`src/rtl/fetch_queue_if.sv`:
```
// Bundle of fetch-queue signals: instruction-memory port, decode handshake,
// redirect input and occupancy status. "master" is the fetch-queue side.
interface fetch_queue_if #(
    parameter int XLEN  = 32,
    parameter int DEPTH = 4
);
    localparam int CW = $clog2(DEPTH) + 1;

    logic            imem_req;
    logic [XLEN-1:0] imem_addr;
    logic [XLEN-1:0] imem_rdata;

    logic            instr_valid;
    logic            instr_ready;
    logic [XLEN-1:0] instr;
    logic [XLEN-1:0] instr_pc;
    logic [XLEN-1:0] instr_pc_plus4;

    logic            redirect_valid;
    logic [XLEN-1:0] redirect_pc;

    logic [CW-1:0]   occupancy;

    modport master (
        output imem_req,
        output imem_addr,
        input  imem_rdata,
        output instr_valid,
        input  instr_ready,
        output instr,
        output instr_pc,
        output instr_pc_plus4,
        input  redirect_valid,
        input  redirect_pc,
        output occupancy
    );

    modport slave (
        input  imem_req,
        input  imem_addr,
        output imem_rdata,
        input  instr_valid,
        output instr_ready,
        input  instr,
        input  instr_pc,
        input  instr_pc_plus4,
        output redirect_valid,
        output redirect_pc,
        input  occupancy
    );
endinterface

```
`src/rtl/fetch_queue.sv`:
```
// Decoupled instruction fetch: PC, single-cycle-latency imem requests, and a
// {instr, pc} FIFO towards decode with redirect flush of FIFO and in-flight reads.
module fetch_queue #(
    parameter int              XLEN     = 32,
    parameter int              DEPTH    = 4,
    parameter logic [XLEN-1:0] RESET_PC = '0
) (
    input  logic          clk,
    input  logic          rst,
    fetch_queue_if.master bus
);
    localparam int PW = $clog2(DEPTH);
    localparam int CW = PW + 1;
    localparam logic [CW:0]   DEPTH_W = (CW+1)'(DEPTH);
    localparam logic [CW-1:0] FULL    = CW'(DEPTH);

    function automatic logic [XLEN-1:0] word_align(input logic [XLEN-1:0] a);
        return a & ~XLEN'(3);
    endfunction

    function automatic logic [XLEN-1:0] next_word(input logic [XLEN-1:0] a);
        return a + XLEN'(4);
    endfunction

    logic [XLEN-1:0] pc_q, pc_d;
    logic [XLEN-1:0] req_pc_q, req_pc_d;
    logic            inflight_q, inflight_d;
    logic            kill_q, kill_d;
    logic [PW-1:0]   wr_ptr_q, wr_ptr_d;
    logic [PW-1:0]   rd_ptr_q, rd_ptr_d;
    logic [CW-1:0]   occ_q, occ_d;
    logic [XLEN-1:0] fifo_instr_q [DEPTH];
    logic [XLEN-1:0] fifo_instr_d [DEPTH];
    logic [XLEN-1:0] fifo_pc_q    [DEPTH];
    logic [XLEN-1:0] fifo_pc_d    [DEPTH];

    logic            resp_valid;
    logic            push;
    logic            pop;
    logic            head_valid;
    logic            req;
    logic [CW:0]     credit_sum;

    always_comb begin
        // A response only exists the cycle after a request, unless a redirect killed it.
        resp_valid = inflight_q & ~kill_q;
        head_valid = ~rst & (occ_q != '0) & ~bus.redirect_valid;
        pop        = head_valid & bus.instr_ready;
        push       = resp_valid & ~bus.redirect_valid & ~rst;

        // Credit counts buffered entries plus the read still in flight, less what leaves now.
        credit_sum = {1'b0, occ_q} + (CW+1)'(inflight_q) - (CW+1)'(pop);
        req        = ~rst & ~bus.redirect_valid & (credit_sum < DEPTH_W);
    end

    always_comb begin
        pc_d       = pc_q;
        req_pc_d   = req_pc_q;
        inflight_d = req;
        kill_d     = bus.redirect_valid;
        wr_ptr_d   = wr_ptr_q;
        rd_ptr_d   = rd_ptr_q;
        occ_d      = occ_q;

        if (req) begin
            pc_d     = next_word(pc_q);
            req_pc_d = pc_q;
        end

        if (bus.redirect_valid) begin
            pc_d     = word_align(bus.redirect_pc);
            wr_ptr_d = '0;
            rd_ptr_d = '0;
            occ_d    = '0;
        end else begin
            wr_ptr_d = wr_ptr_q + PW'(push);
            rd_ptr_d = rd_ptr_q + PW'(pop);
            occ_d    = occ_q + CW'(push) - CW'(pop);
        end
    end

    always_comb begin
        fifo_instr_d = fifo_instr_q;
        fifo_pc_d    = fifo_pc_q;
        if (push) begin
            fifo_instr_d[wr_ptr_q] = bus.imem_rdata;
            fifo_pc_d[wr_ptr_q]    = req_pc_q;
        end
    end

    always_ff @(posedge clk) begin
        if (rst) begin
            pc_q       <= word_align(RESET_PC);
            inflight_q <= 1'b0;
            kill_q     <= 1'b0;
            wr_ptr_q   <= '0;
            rd_ptr_q   <= '0;
            occ_q      <= '0;
        end else begin
            pc_q       <= pc_d;
            inflight_q <= inflight_d;
            kill_q     <= kill_d;
            wr_ptr_q   <= wr_ptr_d;
            rd_ptr_q   <= rd_ptr_d;
            occ_q      <= occ_d;
        end
    end

    // Payload storage carries no reset; it is only read behind a nonzero occupancy.
    always_ff @(posedge clk) begin
        req_pc_q     <= req_pc_d;
        fifo_instr_q <= fifo_instr_d;
        fifo_pc_q    <= fifo_pc_d;
    end

    always_comb begin
        bus.imem_req       = req;
        bus.imem_addr      = pc_q;
        bus.instr_valid    = head_valid;
        bus.instr          = fifo_instr_q[rd_ptr_q];
        bus.instr_pc       = fifo_pc_q[rd_ptr_q];
        bus.instr_pc_plus4 = next_word(fifo_pc_q[rd_ptr_q]);
        bus.occupancy      = occ_q;
    end

    a_no_push_into_full: assert property (@(posedge clk) disable iff (rst)
        !(push && (occ_q == FULL)));

endmodule

```
`src/flat_wrapper.sv`:
```
// flat-port wrapper written by rule: the top's interface ports become plain ports
module fetch_queue_flat 
#(
    parameter int              XLEN     = 32,
    parameter int              DEPTH    = 4,
    parameter logic [XLEN-1:0] RESET_PC = '0
)
  (clk, rst, bus_imem_req, bus_imem_addr, bus_imem_rdata, bus_instr_valid, bus_instr_ready, bus_instr, bus_instr_pc, bus_instr_pc_plus4, bus_redirect_valid, bus_redirect_pc, bus_occupancy);
  fetch_queue_if #(.XLEN(XLEN), .DEPTH(DEPTH)) bus_i ();
  input  logic clk;
  input  logic rst;
  output wire logic [$bits(bus_i.imem_req)-1:0] bus_imem_req;
  output wire logic [$bits(bus_i.imem_addr)-1:0] bus_imem_addr;
  input wire logic [$bits(bus_i.imem_rdata)-1:0] bus_imem_rdata;
  output wire logic [$bits(bus_i.instr_valid)-1:0] bus_instr_valid;
  input wire logic [$bits(bus_i.instr_ready)-1:0] bus_instr_ready;
  output wire logic [$bits(bus_i.instr)-1:0] bus_instr;
  output wire logic [$bits(bus_i.instr_pc)-1:0] bus_instr_pc;
  output wire logic [$bits(bus_i.instr_pc_plus4)-1:0] bus_instr_pc_plus4;
  input wire logic [$bits(bus_i.redirect_valid)-1:0] bus_redirect_valid;
  input wire logic [$bits(bus_i.redirect_pc)-1:0] bus_redirect_pc;
  output wire logic [$bits(bus_i.occupancy)-1:0] bus_occupancy;
  assign bus_imem_req = bus_i.imem_req;
  assign bus_imem_addr = bus_i.imem_addr;
  assign bus_i.imem_rdata = bus_imem_rdata;
  assign bus_instr_valid = bus_i.instr_valid;
  assign bus_i.instr_ready = bus_instr_ready;
  assign bus_instr = bus_i.instr;
  assign bus_instr_pc = bus_i.instr_pc;
  assign bus_instr_pc_plus4 = bus_i.instr_pc_plus4;
  assign bus_i.redirect_valid = bus_redirect_valid;
  assign bus_i.redirect_pc = bus_redirect_pc;
  assign bus_occupancy = bus_i.occupancy;
  fetch_queue #(.XLEN(XLEN), .DEPTH(DEPTH), .RESET_PC(RESET_PC)) u_core (.clk(clk), .rst(rst), .bus(bus_i));
endmodule
```
`config.mk`:
```
export PLATFORM = sky130hd
export DESIGN_NAME = fetch_queue_flat
export DESIGN_NICKNAME = d
export VERILOG_FILES = /design/src/rtl/fetch_queue_if.sv /design/src/rtl/fetch_queue.sv /design/src/flat_wrapper.sv
export SDC_FILE = /design/constraint.sdc
export NUM_CORES = 1
export LEC_CHECK = 0
export CAP_MARGIN = 40
export CORE_MARGIN = 1.5
export CORE_UTILIZATION = 58
export CTS_CLUSTER_SIZE = 28
export DETAILED_ROUTE_END_ITERATION = 6
export MAX_ROUTING_LAYER = met4
export PLACE_DENSITY = 0.85
export SLEW_MARGIN = 30
export SYNTH_ARGS = -nofsm -noshare
export SYNTH_HDL_FRONTEND = slang
export SYNTH_SLANG_ARGS = --single-unit
```
`constraint.sdc`:
```
create_clock -name clk -period 21.3 [get_ports clk]
set_clock_uncertainty 0.2 [all_clocks]
set_input_delay 4.26 -clock clk [delete_from_list [all_inputs] [get_ports clk]]
set_output_delay 4.26 -clock clk [all_outputs]
set_load 0.01 [all_outputs]
```
==> results.yml <==
run_status:
  outcome: "finished, final reports clean"
detailed_routing:
  drt_iter0_drc: 426
  wl_per_cell_um: 21.7
  route.vias.total: 7324
  post_drt_via_cell_ratio: 5.96
  ant_nets: 0
  firstDrtPassIters: 4
  drc: 0
  wl_mm: 26.7
floorplanning:
  start_util_pct: 59.0
  fp.dieH_um: 152
  core_area_um2: 21800
  rows: 54
  ioPinCount: 201
  dieArea_um2: 23100
  die_x_um: 152
placement:
  hpwlAfterDp_mm: 17.3
  placed_cells: 1172
  io_buffers: 192
  globalplace.congestion: 0.883
cts:
  numCtsBuffers: 30
  clock_latency_ns: 0.55
  postCtsSetupBuffers: 0
  cts_resized: 0
  clk_pin_slew_ns: 0.06
  cts_tree: "done"
  cts_hold_buffers: 0
  htreeDepth: 1
  cts_root_buf: "clkbuf_16"
  clockBufferDepth: 3
  clock_sinks: 317
logic_synthesis:
  synth-main-ff-cell: "edfxtp_1"
  synth_edf_count: 278
  ys_seq_area_share_pct: 70.9
  netlist_area_um2: 12900
  syn_avg_cell_area_um2: 17.9
  synth_cell_types: 52
  ys_seq_elements: 317
  netlist.area_leader.share_pct: 64.8
  synth_cells: 719
  synth_area_leader_cell: "edfxtp_1"
  synth_area_leaders: "edfxtp_1 (65%), mux4_2 (8.7%), dfxtp_1 (6.1%), mux4_1 (2.4%), xnor2_1 (2.3%)"
  async_flop_share_pct: 0
  yosysWarnings: 0
run:
  drv_cap: 0
cells_and_area:
  drive_above_1_share_pct: 14.1
  layout.nets: 1002
  stdcell_count: 1228
  num_antenna_cells: 0
  utilization_pct: 74.1
  syn_to_final_growth_pct: 25.6
timing:
  rsz0062_at_grt: "no"
  tns_ns: 0
  slew_violations: 0
  slew_headroom_pct: 46.1
  tightest_slew_ns: 0.808
  max_freq_mhz: 74.8
  fin_crit_ns: 13.37
  setup_viol: 0
  fin_crit_sh_pct: 62.8
  final_hold_viol_count: 0
power_and_ir_drop:
  ir_drop_v: 0.0000507
  p_leak_nw: 5.15
  power_density_nw_per_um2: 79.0
hold_path:
  hp-class: "reg2reg"
worst_setup_path:
  worst_setup_path_start_kind: "primary input"
  crit_fanout: 17
  worstPathRequired_ns: 16.84
  cp.arrival_ns: 8.91
  timing_worst_setup_path_type: "in2out"
  cp-end-kind: "primary output"
grt:
  grt_start_max_net_pins: 63
  antenna_found_initial: 0
  grt_pass1_vias: 7375
  grt_pass1_wl_mm: 41.4
  grt.total_usage_pct: 23.8
  globalRouteOverflowTotal: 0
## cell usage after synthesis (6+ instances only)
library cell    n
mux4_1         12
dfxtp_1        39
ha_1            8
buf_4           9
inv_1          19
nand4_1        12
xnor2_1        34
nor2_1         40
nor4_1          6
nand3_1        19
a21oi_1         8
and2_1         11
and4_1         10
xor2_1         21
nor3_1          8
mux4_2         50
nand2_1        20
clkbuf_1       15
o2111ai_1       6
edfxtp_1      278
buf_2           8
a211oi_1       27
## registers in the layout (all words and copies together) (netlist names)
signal                flops
u_core.inflight_q         1
u_core.req_pc_q          30
u_core.bus.imem_addr     30
u_core.kill_q             1
u_core.bus.occupancy      3
u_core.rd_ptr_q           2
u_core.fifo_instr_q     128
u_core.fifo_pc_q        120
u_core.wr_ptr_q           2
## cells in the final DEF, fill, tap and decap left out, types with 7 or more instances in the layout
cell type,n
a211oi_1,27
a21oi_1,7
and2_1,11
and4_1,10
buf_4,9
clkbuf_1,7
clkbuf_16,31
clkdlybuf4s50_1,192
clkinv_2,7
dfxtp_1,37
edfxtp_1,278
ha_1,8
inv_1,19
mux4_1,12
mux4_2,50
nand2_1,20
nand3_1,19
nand4_1,12
nor2_1,38
nor3_1,8
xnor2_1,34
xor2_1,21
## critical path: stages
cell and delay, ns:
clkdlybuf4s50_1 0.67, or2_2 0.53, a31oi_1 0.22, and2_1 0.19, ha_1 0.15, inv_1 0.06, ha_1 0.27, and3b_1 0.21
or4_1 0.87, a21oi_4 0.65, buf_8 0.25, clkdlybuf4s50_1 0.57
## power by group
part	internal, mW	switching, mW	leakage, nW
clock network	0.309	0.216	0.486
logic	0.0301	0.0244	1.82
registers	0.685	0.0117	2.85
## per-layer routing
| metal | GRT usage (%) | routed length, µm | vias up |
|---|---|---|---|
| met5 | - | 0 | - |
| met4 | 5.55 | 382 | 0 |
| met3 | 3.76 | 1860 | 26 |
| met2 | 38.1 | 13300 | 328 |
| met1 | 32.7 | 11100 | 3675 |
| li1 | - | - | 3295 |
## worst paths after layout
check / from / end / slack (ns) / cells past startpoint
setup / recovery: bus_redirect_valid / bus_imem_req / 7.93 / 12
hold / removal: u_core.rd_ptr_q[1] / u_core.rd_ptr_q[1] / 0.30 / 2
setup reg to reg: u_core.bus.occupancy[2] / u_core.bus.imem_addr[27] / 17.29 / 11
hold reg to reg: u_core.rd_ptr_q[1] / u_core.rd_ptr_q[1] / 0.30 / 2
## area by class of cell
class / count / area (µm²)
inverter: 20 / 75.1
multi-input combinational: 349 / 3520
clock buffer: 40 / 830
sequential: 317 / 9130
fill: 1274 / 5660
timing repair buffer: 207 / 2100
tap: 280 / 350
clock inverter: 15 / 158
## stage by stage
stage	power, mW	instance area (µm²)	hold WS [ns]	setup slack [ns]
finish	1.28	16200	0.298	7.93
global route	1.31	16200	0.324	7.67
CTS	1.29	16100	0.307	7.94
detailed placement	0.763	15200	0.288	7.95
global placement	0.761	15100	0.272	7.84
floorplan	0.727	12900	0.259	8.48
## cell families after synthesis
kind of cell / synth area share (%)
flops: 70.9
simple gates: 6.39
compound gates: 4.53
mux: 11.2
buf+inv: 2.27
xor+xnor: 3.74
fa+ha+maj: 0.933
other cells: 0.0291
Power figures use the tool's default switching activity.
